### config.mk
export PLATFORM = sky130hd
export DESIGN_NAME = record_stream
export DESIGN_NICKNAME = d
export VERILOG_FILES = /design/src/rtl/timetag_pkg.sv /design/src/rtl/sync_fifo.sv /design/src/rtl/record_stream.sv
export SDC_FILE = /design/constraint.sdc
export NUM_CORES = 1
export LEC_CHECK = 0
export ABC_AREA = 1
export CORE_UTILIZATION = 61
export DETAILED_ROUTE_END_ITERATION = 8
export GPL_TIMING_DRIVEN = 0
export PLACE_DENSITY_LB_ADDON = 0.2
export SKIP_LAST_GASP = 1
export SLEW_MARGIN = 0
export SYNTH_ARGS = -nofsm -noshare
export SYNTH_HDL_FRONTEND = slang
export SYNTH_SLANG_ARGS = --single-unit
### constraint.sdc
create_clock -name clk -period 5.5 [get_ports clk]
set_input_delay 1.375 -clock clk [delete_from_list [all_inputs] [get_ports clk]]
set_output_delay 1.375 -clock clk [all_outputs]
set_load 0.01 [all_outputs]
### src/rtl/timetag_pkg.sv
// Shared definitions for the record streamer: default record width,
// serializer state encoding and the bytes-per-record helper.
package timetag_pkg;

    localparam int REC_W_DEF = 48;

    typedef enum logic {
        IDLE = 1'b0,
        SEND = 1'b1
    } ser_state_t;

    function automatic int num_bytes(input int rec_w);
        return rec_w / 8;
    endfunction

endpackage

### src/rtl/sync_fifo.sv
// Synchronous FIFO with first-word-fall-through output.
// Ports: clk, rst_n (async low), push/din in, pop/dout out, level = stored count.
module sync_fifo #(
    parameter int WIDTH = 8,
    parameter int DEPTH = 16
) (
    input  logic                     clk,
    input  logic                     rst_n,
    input  logic                     push,
    input  logic                     pop,
    input  logic [WIDTH-1:0]         din,
    output logic [WIDTH-1:0]         dout,
    output logic [$clog2(DEPTH):0]   level
);

    localparam int AW = $clog2(DEPTH);
    localparam int LW = AW + 1;

    logic [WIDTH-1:0] mem [DEPTH];
    logic [AW-1:0]    wr_ptr;
    logic [AW-1:0]    rd_ptr;
    logic             do_push;
    logic             do_pop;

    // Guards keep level inside 0..DEPTH even if a caller misbehaves.
    assign do_push = push && (level != LW'(DEPTH));
    assign do_pop  = pop && (level != '0);
    assign dout    = mem[rd_ptr];

    always_ff @(posedge clk) begin
        if (do_push) begin
            mem[wr_ptr] <= din;
        end
    end

    // Pointers are exactly AW bits so they wrap modulo DEPTH.
    always_ff @(posedge clk or negedge rst_n) begin
        if (!rst_n) begin
            wr_ptr <= '0;
            rd_ptr <= '0;
            level  <= '0;
        end else begin
            if (do_push) begin
                wr_ptr <= wr_ptr + AW'(1);
            end
            if (do_pop) begin
                rd_ptr <= rd_ptr + AW'(1);
            end
            if (do_push && !do_pop) begin
                level <= level + LW'(1);
            end else if (do_pop && !do_push) begin
                level <= level - LW'(1);
            end
        end
    end

endmodule

### src/rtl/record_stream.sv
// Record streamer: buffers {lost_flag, record} words and serializes them
// LSB byte first over a data_rdy/data_ack byte handshake.
// Ports: record_rdy/record in; data_rdy/data/data_ack byte side;
// fifo_level, overflow (current lost flag), lost_count (saturating drops).
// Macro RECORD_STREAM_LOST_COUNT_EN enables the lost_count counter;
// without it lost_count is tied to 0.
module record_stream
    import timetag_pkg::*;
#(
    parameter int REC_W = REC_W_DEF,
    parameter int DEPTH = 16,
    parameter int CNT_W = 32
) (
    input  logic                     clk,
    input  logic                     rst_n,
    input  logic                     record_rdy,
    input  logic [REC_W-2:0]         record,
    output logic                     data_rdy,
    output logic [7:0]               data,
    input  logic                     data_ack,
    output logic [$clog2(DEPTH):0]   fifo_level,
    output logic                     overflow,
    output logic [CNT_W-1:0]         lost_count
);

    localparam int NB = num_bytes(REC_W);
    localparam int LW = $clog2(DEPTH) + 1;
    localparam int IW = $clog2(NB);

    logic             full;
    logic             accept;
    logic             drop;
    logic             lost_flag;
    logic             pop;
    logic             load;
    logic             adv;
    logic [REC_W-1:0] dout;
    logic [REC_W-1:0] shreg;
    logic [IW-1:0]    idx;

    ser_state_t state;
    ser_state_t state_nxt;

    // Full uses the registered level, so a same-cycle pop cannot
    // make room for an arriving record.
    assign full   = (fifo_level == LW'(DEPTH));
    assign accept = record_rdy && !full;
    assign drop   = record_rdy && full;

    sync_fifo #(
        .WIDTH (REC_W),
        .DEPTH (DEPTH)
    ) u_fifo (
        .clk   (clk),
        .rst_n (rst_n),
        .push  (accept),
        .pop   (pop),
        .din   ({lost_flag, record}),
        .dout  (dout),
        .level (fifo_level)
    );

    always_ff @(posedge clk or negedge rst_n) begin
        if (!rst_n) begin
            lost_flag <= 1'b0;
        end else if (accept) begin
            lost_flag <= 1'b0;
        end else if (drop) begin
            lost_flag <= 1'b1;
        end
    end

    assign overflow = lost_flag;

`ifdef RECORD_STREAM_LOST_COUNT_EN
    logic [CNT_W-1:0] lost_cnt;

    always_ff @(posedge clk or negedge rst_n) begin
        if (!rst_n) begin
            lost_cnt <= '0;
        end else if (drop && (lost_cnt != '1)) begin
            lost_cnt <= lost_cnt + CNT_W'(1);
        end
    end

    assign lost_count = lost_cnt;
`else
    assign lost_count = '0;
`endif

    always_comb begin
        state_nxt = state;
        pop       = 1'b0;
        load      = 1'b0;
        adv       = 1'b0;
        unique case (state)
            IDLE: begin
                if (fifo_level != '0) begin
                    pop       = 1'b1;
                    load      = 1'b1;
                    state_nxt = SEND;
                end
            end
            SEND: begin
                if (data_ack) begin
                    if (idx == IW'(NB - 1)) begin
                        // Reload straight from the FIFO to avoid a gap.
                        if (fifo_level != '0) begin
                            pop  = 1'b1;
                            load = 1'b1;
                        end else begin
                            state_nxt = IDLE;
                        end
                    end else begin
                        adv = 1'b1;
                    end
                end
            end
            default: state_nxt = IDLE;
        endcase
    end

    always_ff @(posedge clk or negedge rst_n) begin
        if (!rst_n) begin
            state <= IDLE;
            shreg <= '0;
            idx   <= '0;
        end else begin
            state <= state_nxt;
            if (load) begin
                shreg <= dout;
                idx   <= '0;
            end else if (adv) begin
                shreg <= shreg >> 8;
                idx   <= idx + IW'(1);
            end
        end
    end

    // The current byte always sits in the low bits of the shifter.
    assign data_rdy = (state == SEND);
    assign data     = shreg[7:0];

endmodule

### After elaboration in Yosys (flattened, before gate mapping)

Memories as Yosys holds them, arrays and structs flattened.
Index checks and enable logic that the tools add are counted.

* bits in registers: 66
* bits in latches: 0
* RAM bits: 768
* bits in read-only memories: 0
* input port bits: 51
* output and inout port bits: 47
* word-level logic and storage cells: 50
* memories: 1

* add/sub/neg operators: 5
* $mul: 0
* div/mod/pow operators: 0
* order comparisons: 0
* eq/ne operators: 3
* shift-type cells: 0
* mux-type cells: 20
* bitwise operators: 1
* reductions and logical operators: 13

Memory list
* u_fifo.mem: words 16, width 48, rd ports 1, clocked after Yosys merged registers in 0, wr ports 1, RTL line sync_fifo.sv:19 `logic [WIDTH-1:0] mem [DEPTH];`

Operators by type and width (number)
* $mux W48: 2
* $mux W1: 12
* $mux W5: 2
* $add A4 B1 Y4 const B: 2
* $logic_and A1 B1 Y1: 6
* $mux W3: 2
* $reduce_bool A2 Y1: 3
* $add A5 B1 Y5 const B: 1
* $eq A5 B5 Y1 const B: 1
* $ne A5 B5 Y1 const B: 1
* $reduce_bool A5 Y1: 1
* $sub A5 B1 Y5 const B: 1
* $pmux W1 S2: 2
* $add A3 B1 Y3 const B: 1
* $eq A3 B3 Y1 const B: 1
* $logic_not A1 Y1: 3
* $not A1 Y1: 1

### Longest topological paths before layout

Gate-level depths: netlist of run 1.

* word-level depth: 9
* mapped depth: 16
* mapped depth without buffers: 14

### By module

From an unflattened synthesis of run 1, not the netlist that was laid out.

* cell total of the unflattened synthesis: 3561
* area, all modules: 36035.8 sq um

Modules (own cells, without submodules)
* sync_fifo: times used 1, cells each 3106, area an instance 32855.3 sq um, seq. area each 23387.4 sq um
* record_stream: times used 1, cells each 455, area an instance 3180.6 sq um, seq. area each 1326.3 sq um

### Worst setup path before layout of run 1

Ideal clock, no wire load.

* path kind: in2reg
* start point: input port record_rdy
* end point: memory u_fifo.mem[10][0] in the netlist's numbering, enable pin
* setup time: 0.513 ns
* arrival time: 4.973 ns
* required time: 4.987 ns
* slack: 0.014 ns
* stages: 3
* buffers on the path: 1
* cells stage by stage: nand2_1 -> clkbuf_1 -> nor3_1

* word-level cells in the longest chain between the ends: 4

Ends and longest elaborated chain
* start, declared: RTL line record_stream.sv:16 `input logic record_rdy,`
* $logic_and A1 B1 Y1: RTL line record_stream.sv:47 `assign accept = record_rdy && !full;`
* $logic_and A1 B1 Y1: RTL line sync_fifo.sv:26 `assign do_push = push && (level != LW'(DEPTH));`
* $mux W1: RTL line sync_fifo.sv:31 `if (do_push) begin`
* $mux W1 (not written as such): RTL line sync_fifo.sv:32 `mem[wr_ptr] <= din;`
* end, declared: RTL line sync_fifo.sv:19

No other way between the ends.

### Final worst setup path of run 1

* start point: input port record_rdy
* end point: memory u_fifo.mem[5][35] in the netlist's numbering, enable pin

Same word-level chain as after synthesis.

==> results of run 1 <==
power groups by stage:
stage | Clock [W] | Combinational (W) | Sequential, W
2_1_floorplan | 0 | 0.00468 | 0.00804
3_3_place_gp | 0 | 0.00724 | 0.00819
3_5_place_dp | 0 | 0.00765 | 0.00808
4_1_cts | 0.00539 | 0.00772 | 0.00795
5_1_grt | 0.00564 | 0.00851 | 0.00801
6_report | 0.00537 | 0.00791 | 0.00796
cell type report:
type	instances	share of cell area (%)
Antenna cell	2	0.01260
Buffer	217	3.573
Clock buffer	109	5.715
Clock inverter	40	0.6805
Inverter	74	0.7120
Multi-Input combinational cell	1899	20.75
Sequential cell	834	62.23
Tap cell	748	2.357
Timing Repair Buffer	142	3.973
metrics by stage:
step	hold slack (ns)	instance area, sq um
6_report	0.4842	39710
5_1_grt	0.5154	39710
4_1_cts	0.4874	39710
3_5_place_dp	0.4743	37170
3_3_place_gp	0.4636	36150
2_1_floorplan	0.4492	34570
worst max-delay path, stage by stage:
cell and delay, ns:
clkdlybuf4s50_1 0.50, nand2_1 0.19, clkbuf_1 0.36, nor3_2 0.82, buf_6 0.28, buf_6 0.20, buf_6 0.18
synth_stat cells:
master    instances
fa_1              1
a21oi_1           6
inv_6             1
ha_1             11
inv_1            68
nand4_1           2
dfrtp_1          66
o211ai_1          5
edfxtp_1        768
buf_6            37
clkbuf_1         11
xor2_1            8
conb_1            1
nor2_1           14
buf_2           105
nor3_1           12
nand2_1        1162
inv_2             5
a21boi_0          2
xnor2_1           1
buf_1            12
nand3_1         626
o21ai_0          14
a31oi_1           1
o21bai_1          2
buf_4            52
worst paths after layout:
check / cells past startpoint / startpoint / slack [ns] / end
max: 7 / record_rdy / 1.93 / u_fifo.mem[5][35]
min: 1 / idx[2] / 0.48 / idx[2]
min in group asynchronous: 1 / rst_n / 0.88 / shreg[7]
max reg2reg: 8 / u_fifo.level[0] / 2.57 / u_fifo.mem[5][35]
max in group asynchronous: 1 / rst_n / 4.03 / u_fifo.level[2]
min reg2reg: 1 / idx[2] / 0.48 / idx[2]
metal layers:
metal | vias to the layer above | GRT usage (%) | part of all wire (%)
li1 | 10760 | - | -
met5 | - | 0 | 0
met4 | 0 | 16.59 | 4.5
met3 | 291 | 6.581 | 12
met2 | 1665 | 53.18 | 46
met1 | 11670 | 47.27 | 38
sequential cells by signal (all words and copies together) (netlist names):
| signal | cells |
|---|---|
| overflow | 1 |
| u_fifo.level | 5 |
| u_fifo.mem | 768 |
| u_fifo.wr_ptr | 4 |
| u_fifo.rd_ptr | 4 |
| shreg | 48 |
| idx | 3 |
| data_rdy | 1 |
cell families after synthesis:
logic type,Yosys count,synth area share (%)
buffers and inverters,291,4.939
adder cells (fa/ha/maj),12,0.4576
flip-flops,834,71.74
XOR/XNOR,9,0.2288
AO/OA/AOI/OAI,30,0.5049
other,1,0.01089
AND/OR/NAND/NOR,1816,22.12
==> summary.txt, run 1 <==
Die
  – Chip Width: 239.6 um
  – Standard-cell rows: 86
  – Die Area: 57430 sq um
  – Core Region: 55420 sq um
  – Initial Util: 62.17%
  – Die height: 239.6 um
  – I/O pin total: 98

STA
  – Final hold vios: 0
  – RSZ-0062 raised after global routing: false
  – Fmax achieved: 0.2803 GHz
  – Worst Clk Skew: 0.02124 ns
  – Final Critical Period: 3.567 ns
  – Max transition margin: 32.90%
  – Setup ws final: 1.933 ns
  – Slew @ Worst Pin: 1.001 ns
  – Slew Limit Fails: 0
  – Setup Viol. Count Final: 0
  – Tcrit/Tclk final: 64.86%
  – Final TNS setup: 0 ns

Critical path
  – Critical path class: primary input to flop
  – Element type at the critical path start: primary input
  – WP data required: 5.84 ns
  – Worst-path maximum fanout: 10
  – CP arrival: 3.91 ns
  – Worst Setup End Kind: flop

Placed design
  – IO Port Bufs: 65
  – Gpl congestion: 0.9457
  – HPWL Detailed: 65.59 mm
  – Placed insts: 3914
  – DP Worst Slack: 1.331 ns

Routing
  – Vias per cell: 5.997
  – Antenna Violating Nets Remaining: 0
  – DRT iter0 DRCs: 3409
  – Wire per inst: 23.75 um
  – Final WL: 96.53 mm
  – Drt pass-1 iters: 7
  – Residual DRC count: 0
  – Routed vias: 24380

Synthesis
  – Synthesized cell area: 34450 sq um
  – Area share of the largest cell type after synthesis: 66.95%
  – Post-synthesis cell type count: 26
  – Register area share after synthesis: 71.74%
  – Largest cells by area after synthesis: edfxtp_1 67%, nand2_1 13%, nand3_1 9.1%, dfrtp_1 4.8%, buf_2 1.5%
  – Cell count after synthesis: 2993
  – Dominant cell type by area after synthesis: edfxtp_1
  – Synthesis-stage register bit count: 834
  – Syn_area_per_cell: 11.51 sq um
  – Yosys warnings: 0

Power
  – Sequential share of power: 37.5%
  – Pwr dens: 534.8 nW/um^2
  – Switching portion of total power: 38.56%
  – Sw Pwr: 0.008191 W
  – Clock share of power: 25.3%
  – Lkg Pwr: 15.49 nW
  – Design Power: 0.02124 W
  – Gate power share: 37.2%
  – Max IR drop VDD: 0.0003423 V
  – Int Pwr: 0.01305 W

Clock network
  – Hold Buf Count CTS: 0
  – Clk Latency, worst-skew pair: 0.64 ns
  – CTS tree: built
  – CTS buffer count: 82
  – Longest Clk Path Bufs: 3
  – H-tree Lvls: 3
  – Clock transition at path regs: 0.06 ns
  – Clock root buffer master: clkbuf_16
  – # clock sinks: 834
  – Setup bufs post-CTS: 0
  – Post_cts resized: 0

Worst hold path
  – Worst hold path class: flop to flop

Final layout
  – Commonest non-fill, non-tap cell in the layout: nand2_1
  – Final Instance Count excl. Fillers: 4065
  – Most frequent cells in the layout: 1162 x nand2_1, 768 x edfxtp_1, 626 x nand3_1
  – Register area: 24710 sq um
  – Nets: 3313
  – FILL cells: 3742
  – Syn-to-layout area delta: 15.28%
  – Layout Utilization: 71.67%
  – Area of the multi-input gates: 8240 sq um
  – Proportion of layout cells with a drive suffix above 1: 12.25%

Global route
  – First-pass GRT wire length: 142.5 mm
  – Aggregate global-route resource usage: 34.38%
  – Grt ovf: 0
  – Largest net degree at the start of global routing: 67
  – Vias in the first global route: 23520
  – Initial antenna violation count: 1

Run status
  – Outcome: finished clean

Flow run
  – Maxcap violations: 0
Note: power is estimated with default switching activity, not from simulation.
==> inputs of run 2 (changes only) <==
- clock period: 5.5 -> 3.4 ns (I/O delays scaled with it)
==> summary.txt, run 2 (synthesized netlist as in run 1, its figures left out) <==
Global route
  – Grt ovf: 0
  – Initial antenna violation count: 2
  – Vias in the first global route: 23200
  – First-pass GRT wire length: 142.7 mm
  – Aggregate global-route resource usage: 34.41%
  – Largest net degree at the start of global routing: 67

STA
  – Max transition margin: 21.51%
  – Tcrit/Tclk final: 92.19%
  – Slew Limit Fails: 0
  – Setup Viol. Count Final: 0
  – RSZ-0062 raised after global routing: false
  – Final Critical Period: 3.135 ns
  – Slew @ Worst Pin: 1.177 ns
  – Fmax achieved: 0.3190 GHz
  – Worst Clk Skew: 0.02909 ns
  – Final hold vios: 0

Clock network
  – # clock sinks: 834
  – Clock root buffer master: clkbuf_16
  – Setup bufs post-CTS: 0
  – Clk Latency, worst-skew pair: 0.65 ns
  – Post_cts resized: 0
  – CTS buffer count: 83
  – CTS tree: built
  – Hold Buf Count CTS: 0
  – Clock transition at path regs: 0.06 ns
  – Longest Clk Path Bufs: 3
  – H-tree Lvls: 3

Final layout
  – Top Registers: u_fifo.mem (768), shreg (48), u_fifo.level (5)
  – Final Instance Count excl. Fillers: 4037
  – FILL cells: 3753
  – Nets: 3290
  – Syn-to-layout area delta: 16.01%
  – Commonest non-fill, non-tap cell in the layout: nand2_1
  – Most frequent cells in the layout: 1162 x nand2_1, 768 x edfxtp_1, 626 x nand3_1
  – Max reg flops: 768
  – Most flop-heavy register: u_fifo.mem
  – Non-Filler Cell Area, Final: 39960 sq um
  – Area of the multi-input gates: 8303 sq um
  – Register area: 24710 sq um
  – Proportion of layout cells with a drive suffix above 1: 11.62%

Placed design
  – HPWL Detailed: 64.84 mm
  – Total placed instance area: 37390 sq um
  – Gpl congestion: 0.9288
  – IO Port Bufs: 65
  – Placed insts: 3890

Critical path
  – CP Depth: 6
  – Reg2reg end: u_fifo.mem[10][34]
  – CP arrival: 3.47 ns
  – Most used cell, CP: buf_16
  – CP cell instances: clkdlybuf4s50_1, nand2_1, clkbuf_1, nor3_4, buf_16, buf_16
  – Worst Setup End Kind: flop
  – Critical Path Max Stage Delay: 0.94 ns
  – WP data required: 3.73 ns
  – R2R cell count: 7
  – Slowest CP cell: nor3_4
  – RR Startpoint: u_fifo.level[0]
  – Crit path max-delay family: buffers and inverters
  – Worst-path maximum fanout: 16
  – Buffers & Inverters on Critical Path: 4
  – Element type at the critical path start: primary input
  – Reg2reg setup slack: 0.33 ns
  – Critical path class: primary input to flop

Worst hold path
  – Worst hold path class: primary input to asynchronous set/reset pin

Die
  – Chip Width: 239.6 um
  – Die height: 239.6 um
  – I/O pin total: 98
  – Standard-cell rows: 86
  – Core Region: 55420 sq um
  – Die Area: 57430 sq um
  – Initial Util: 62.17%

Flow run
  – Maxcap violations: 0

Power
  – Int Pwr: 0.02135 W
  – Sequential share of power: 37.2%
  – Sw Pwr: 0.01325 W
  – Gate power share: 37.3%
  – Switching portion of total power: 38.30%
  – Pwr dens: 865.8 nW/um^2
  – Clock share of power: 25.6%
  – Lkg Pwr: 15.56 nW
  – Max IR drop VDD: 0.0005746 V

Routing
  – DRT iter0 DRCs: 3151
  – Wire per inst: 23.98 um
  – Antenna Violating Nets Remaining: 0
  – Drt pass-1 iters: 6
  – Final WL: 96.82 mm
  – Residual DRC count: 0
  – Vias per cell: 5.983
  – Routed vias: 24150

Run status
  – Outcome: finished clean
run 2: cell count changes in the layout (fill, tap and decap cells not counted), moves of 4 or more:
cell,delta
buf_6,-46
buf_16,+24
nor3_2,-10
nor3_4,+10
buf_4,-6
buf_8,+4
clkbuf_1,-4
run 2: metal layers:
layer	wire length (um)	track usage, %	share of wire [%]	vias to the layer above
met2	45860	54.85	47	1592
met3	10930	6.373	11	221
met1	36460	47.03	38	11620
li1	-	-	-	10720
met4	3564	14.01	3.7	2
met5	13	0	0.013	-
run 2: how the worst max path moves through the flow:
stage | start | endpoint
floorplan | record_rdy | u_fifo.mem[0][0]
global placement | record_rdy | u_fifo.mem[12][28]
detailed placement | record_rdy | u_fifo.mem[10][28]
CTS | record_rdy | u_fifo.mem[10][0]
global route | u_fifo.level[0] | u_fifo.mem[10][0]
finish | record_rdy | u_fifo.mem[10][34]
run 2: power groups by stage:
stage	Combinational [W]	Clock [W]	Sequential (W)
finish	0.0129	0.00884	0.0129
global route	0.0138	0.00926	0.0129
CTS	0.0126	0.00886	0.0128
detailed placement	0.0125	0	0.0130
global placement	0.0117	0	0.0131
floorplan	0.00767	0	0.0130
run 2: layout make-up:
class	count	area share, %
flip-flops and latches	834	61.84
clock inverters	42	0.8860
inverters	74	0.7076
diodes	1	0.006262
repair buffers	118	4.342
multi-input cells	1899	20.78
well taps	748	2.342
plain buffers	217	3.550
clock buffers	104	5.551
run 2: per-stage QoR:
stage	hold WS, ns	setup slack (ns)	setup TNS [ns]	utilization, %	total power (W)
3_3_place_gp	0.4690	-5.663	-1660.05	65.46	0.02485
5_1_grt	0.4151	0.1974	0	72.11	0.03602
6_report	0.3365	0.2654	0	72.12	0.03460
4_1_cts	0.3612	0.3015	0	72.11	0.03436
2_1_floorplan	0.4492	-1.357	-130.30	-	0.02062
3_5_place_dp	0.4746	-0.3621	-41.06	67.47	0.02557
==> RTL change 1, RTL diff (config.mk and constraints of run 1) <==
Add a define of `RECORD_STREAM_LOST_COUNT_EN`.
--- a/src/rtl/record_stream.sv
+++ b/src/rtl/record_stream.sv
@@ -6,2 +6,4 @@
 // without it lost_count is tied to 0.
+`define RECORD_STREAM_LOST_COUNT_EN
+
 module record_stream
Check against the original RTL: same outputs for any inputs over 4 cycles, from zero or initial values and one cycle with rst_n low; that may be too few to reach the edited logic, so the function may still have changed.
==> RTL change 1 against run 1 <==
The run now ends with DRC left; final area rose by 5.7%; count of clock-buffer cells in the layout did not move; power rose by 4.1%; largest cell class unchanged; synthesized area rose by 5.1%; highest routed layer is now met5; wire length rose by 4.7%; sequential cell count rose by 32; die area rose by 5.0%; largest power group unchanged; setup slack got worse by 0.036 ns.
==> RTL change 1: results (changes against run 1) <==
metric;value;unit;change
pre_cts_ws;1.269;ns;-0.06141 ns
nets;3581;;+8.1%
worstPathArrival;3.94;ns;+0.03 ns
dp_hpwl;65.52;mm;-0.11%
outcome;complete, but fails checks;;
groute.usage.overall;33.97;%;-0.42 points
violations;DRC;;
totalWireLength;101.1;mm;+4.7%
ys_async_sr_fraction;11.32;%;+3.4 points
synth_edf_count;768;;unchanged
firstDrtPassIters;8;;+1
synthTopCellsByArea;edfxtp_1, nand2_1, nand3_1;;
internal-power;13.73;mW;+5.2%
place.gp.congestion;0.9130;;-3.5%
routed_via_density;5.995;;about the same
ys_top_cells_by_count;nand2_1, edfxtp_1, nand3_1;;
antenna_found_initial;3;;+2
vdd_drop_max;0.0003479;V;+1.7%
critPathCapture;u_fifo.mem[10][13];;
drive_above_1_share;9.468;%;-2.8 points
ff2ff_setup_slack;2.67;ns;+0.10 ns
fin_worst_skew;0.01977;ns;-0.001476 ns
tightest_slew;0.9546;ns;-0.04642 ns
whs;0.4876;ns;+0.003478 ns
cts_buffers;87;;+6.1%
leakagePower;16.28;nW;+5.1%
cp_max_fo;19;;+9
finalCritPeriodShare;65.51;%;+0.65 points
grt_max_degree;60;;-10%
placedInstanceArea;39020;µm²;+5.0%
synth.distinct_cells;31;;+19%
synth_area_per_cell;10.98;µm²;-4.6%
syn2layout_area_growth;16.00;%;
r2r_start;u_fifo.level[2];;
vias;26130;;+7.2%
grt_pass1_wl;150.6;mm;+5.7%
ys_seq_area_share;70.48;%;-1.3 points
drtIter0Drc;3208;;-5.9%
drc;1;;+1
dpl.cell_count;4192;;+7.1%
numPortBuffers;97;;+49%
[RTL change 1: critical path, cell delays in order]
cell and delay (ns):
clkdlybuf4s50_1 0.60, nand2_1 0.20, clkinv_1 0.22, nand2_1 0.27
nor2_4 0.80, buf_16 0.26, buf_16 0.18
[RTL change 1: worst min path at each step]
stage                     cells past startpoint   endpoint       from
after global placement                        1     idx[2]     idx[2]
after floorplan                               1     idx[2]     idx[2]
final                                         1     idx[2]     idx[2]
after detailed placement                      2  shreg[41]  shreg[41]
after CTS                                     1     idx[2]     idx[2]
after global routing                          1     idx[2]     idx[2]
[RTL change 1: metal layers]
layer  vias to the layer above  wire [µm]  GRT usage (%)
met5                         -         14              0
met4                         2       5259          18.12
met3                       356      12210          7.170
met2                      1717      47120          53.80
met1                     12360      36450          44.31
li1                      11690          -              -
[RTL change 1: layout make-up]
type / instances / area (µm²)
plain buffers: 191 / 1064
fillers: 3816 / 16150
inverters: 73 / 276.5
well taps: 765 / 957.2
diodes: 2 / 5.005
multi-input cells: 2167 / 9464
flip-flops and latches: 866 / 25510
repair buffers: 130 / 1742
clock buffers: 109 / 2355
clock inverters: 55 / 613.1
[RTL change 1: power groups by stage]
stage                     clock, mW  combinational, mW  sequential (mW)
after floorplan                   0               4.52             8.24
after global placement            0               7.03             8.34
after detailed placement          0               7.48             8.28
after CTS                      6.17               7.56             8.15
after global routing           6.43               8.32             8.20
final                          6.16               7.78             8.16
[RTL change 1: logic make-up (layout without fill, tap and decap cells)]
group	after synthesis	after routing	share of synthesized area, %
AOI/OAI and AO/OA	18	18	0.2903
xor gates and xnor gates	25	25	0.6049
adders and majority gates	14	14	0.5047
buffers and inverters	264	558	3.702
DFF	866	866	70.48
other	0	2	0
and+or+nand+nor	2110	2110	24.41
==> RTL change 2, RTL diff (settings of run 1) <==
Without the edit above. Register the output `fifo_level`, without a reset; this adds one clock of latency there. The other outputs are not delayed to match.
--- a/src/rtl/record_stream.sv
+++ b/src/rtl/record_stream.sv
@@ -29,2 +29,4 @@
 
+    logic [$clog2(DEPTH):0] fifo_level_d;
+
     logic             full;
@@ -45,3 +47,3 @@
     // make room for an arriving record.
-    assign full   = (fifo_level == LW'(DEPTH));
+    assign full   = (fifo_level_d == LW'(DEPTH));
     assign accept = record_rdy && !full;
@@ -59,3 +61,3 @@
         .dout  (dout),
-        .level (fifo_level)
+        .level (fifo_level_d)
     );
@@ -97,3 +99,3 @@
             IDLE: begin
-                if (fifo_level != '0) begin
+                if (fifo_level_d != '0) begin
                     pop       = 1'b1;
@@ -107,3 +109,3 @@
                         // Reload straight from the FIFO to avoid a gap.
-                        if (fifo_level != '0) begin
+                        if (fifo_level_d != '0) begin
                             pop  = 1'b1;
@@ -143,2 +145,6 @@
 
+    always_ff @(posedge clk) begin
+        fifo_level <= fifo_level_d;
+    end
+
 endmodule
Check against the original RTL: not equivalent (a bounded check fails within 4 cycles, from zero or initial values and one cycle with rst_n low).
==> RTL change 2 against run 1 <==
Synthesized area grew 0.18%; critical path depth unchanged; power increased by 2.6%; cell count barely moved; hold slack got worse by 0.036 ns; wire length up 1.8%; sequential power up 0.6%; sequential cell count increased by 5; final area up 0.84%; register-to-register slack got worse by 0.12 ns; setup slack got worse by 0.098 ns; via count up 1.6%; first-iteration DRC count increased by 15%; critical path type unchanged; largest power group unchanged.
==> RTL change 2: results (changes against run 1) <==
metric;value;unit;change
tightest_slew;1.032;ns;+0.03072 ns
cts_buffers;84;;+2.4%
ys_seq_area_share;71.90;%;+0.16 points
drive_above_1_share;12.31;%;+0.060 points
ys_warn_count;0;;unchanged
syn_inst;2987;;-0.20%
top_regs;u_fifo.mem (768), shreg (48);;
cp_max_fo;10;;unchanged
synthTopCellsByArea;edfxtp_1, nand2_1, nand3_1;;
drtIter0Drc;3927;;+15%
totalWireLength;98.24;mm;+1.8%
dpl.cell_count;3909;;-0.13%
synth.distinct_cells;34;;+31%
clk_latency;0.64;ns;about the same
fin_worst_skew;0.02391;ns;+0.002667 ns
worstPathArrival;3.99;ns;+0.08 ns
nets;3310;;-0.091%
place.gp.congestion;0.8850;;-6.4%
post_cts_buffers;0;;unchanged
ys_async_sr_fraction;7.867;%;-0.047 points
finalCoreUtilization;72.13;%;+0.46 points
leakagePower;15.55;nW;+0.40%
grt_pass1_wl;144.9;mm;+1.6%
firstDrtPassIters;6;;-1
dp_hpwl;66.19;mm;+0.91%
cts-root-buf;clkbuf_16;;
routed_via_density;6.092;;+1.6%
cts_max_level;3;;unchanged
vdd_drop_max;0.0003558;V;+4.0%
hold_path.class;reg2reg;;
synth_top_flop_cell;edfxtp_1;;
clockBufferDepth;3;;unchanged
grt_pass1_vias;23560;;+0.18%
antenna_found_initial;2;;+1
ys_top_cells_by_count;nand2_1, edfxtp_1, nand3_1;;
max_stage_delay;0.86;ns;+0.04 ns
slowest_stage;nor3_2;;
clk_pin_slew_worst_paths;0.06;ns;about the same
grt_max_degree;67;;unchanged
outcome;complete, no violations;;
synth_edf_count;768;;unchanged
groute.usage.overall;34.73;%;+0.35 points
wl_per_cell;24.17;µm;+1.8%
-- RTL change 2: changes by cell type in the layout (fill, tap and decap cells not counted), moves of 5 or more --
cell / before / now
nand3_1: 626 / 605
o21ai_1: 0 / 5
nor2_1: 10 / 19
a21oi_1: 6 / 20
clkbuf_1: 32 / 39
bufinv_16: 3 / 11
clkinvlp_4: 3 / 8
dfxtp_1: 0 / 5
buf_2: 105 / 76
buf_6: 94 / 83
nand2_1: 1162 / 1143
buf_4: 60 / 82
-- RTL change 2: where the power goes --
part | total, mW | switching (mW) | internal [mW] | leakage [nW]
combinational | 7.98 | 5.63 | 2.35 | 6.40
clock | 5.80 | 2.42 | 3.38 | 1.34
sequential | 8.01 | 0.268 | 7.74 | 7.81
-- RTL change 2: final timing paths --
path	startpoint	to	slack (ns)	cells after the start
max in group asynchronous	rst_n	shreg[43]	4.06	1
min in group asynchronous	rst_n	u_fifo.wr_ptr[2]	0.84	1
setup reg to reg	u_fifo.level[0]	u_fifo.mem[10][12]	2.45	8
hold reg to reg	u_fifo.level[2]	fifo_level[2]	0.45	0
setup / recovery	record_rdy	u_fifo.mem[10][12]	1.83	7
hold / removal	u_fifo.level[2]	fifo_level[2]	0.45	0
-- RTL change 2: worst register-to-register path: cells and delay by family (launching register included) --
| family | cells | cell delay, ns |
|---|---|---|
| buffers and inverters | 5 | 1.18 |
| AND/OR/NAND/NOR | 3 | 1.12 |
| flip-flops | 1 | 0.44 |
-- RTL change 2: cells by family (layout without fill, tap and decap cells) --
logic type	after synthesis	in the layout	synth area share (%)
AND/OR/NAND/NOR	1793	1793	21.82
flip-flops	839	839	71.90
buffers and inverters	286	583	4.851
AO/OA/AOI/OAI	47	47	0.7287
adder cells (fa/ha/maj)	12	12	0.4568
XOR/XNOR	9	9	0.2284
other	1	33	0.01087
-- RTL change 2: layer usage --
layer | wire length [µm] | vias up | global-route usage [%] | share of wire (%)
met5 | 14 | - | 0 | 0.014
met4 | 4219 | 2 | 15.92 | 4.3
met3 | 13550 | 299 | 7.681 | 14
met2 | 43980 | 1866 | 52.42 | 45
met1 | 36480 | 11840 | 48.70 | 37
li1 | - | 10750 | - | -
-- RTL change 2: area by class of cell --
cell class,instances,area [µm²]
Antenna cell,1,2.502
Buffer,215,1403
Clock buffer,97,2193
Clock inverter,57,585.6
Fill cell,3735,15470
Inverter,71,271.5
Multi-Input combinational cell,1893,8229
Sequential cell,839,24810
Tap cell,748,935.9
Timing Repair Buffer,143,1615
-- RTL change 2: through the flow --
step	cell area, µm²	setup TNS, ns	setup WS (ns)
2_1_floorplan	34630	0	0.01407
3_3_place_gp	36210	-2927.86	-4.844
3_5_place_dp	37270	0	1.265
4_1_cts	40050	0	1.891
5_1_grt	40050	0	1.764
6_report	40050	0	1.835
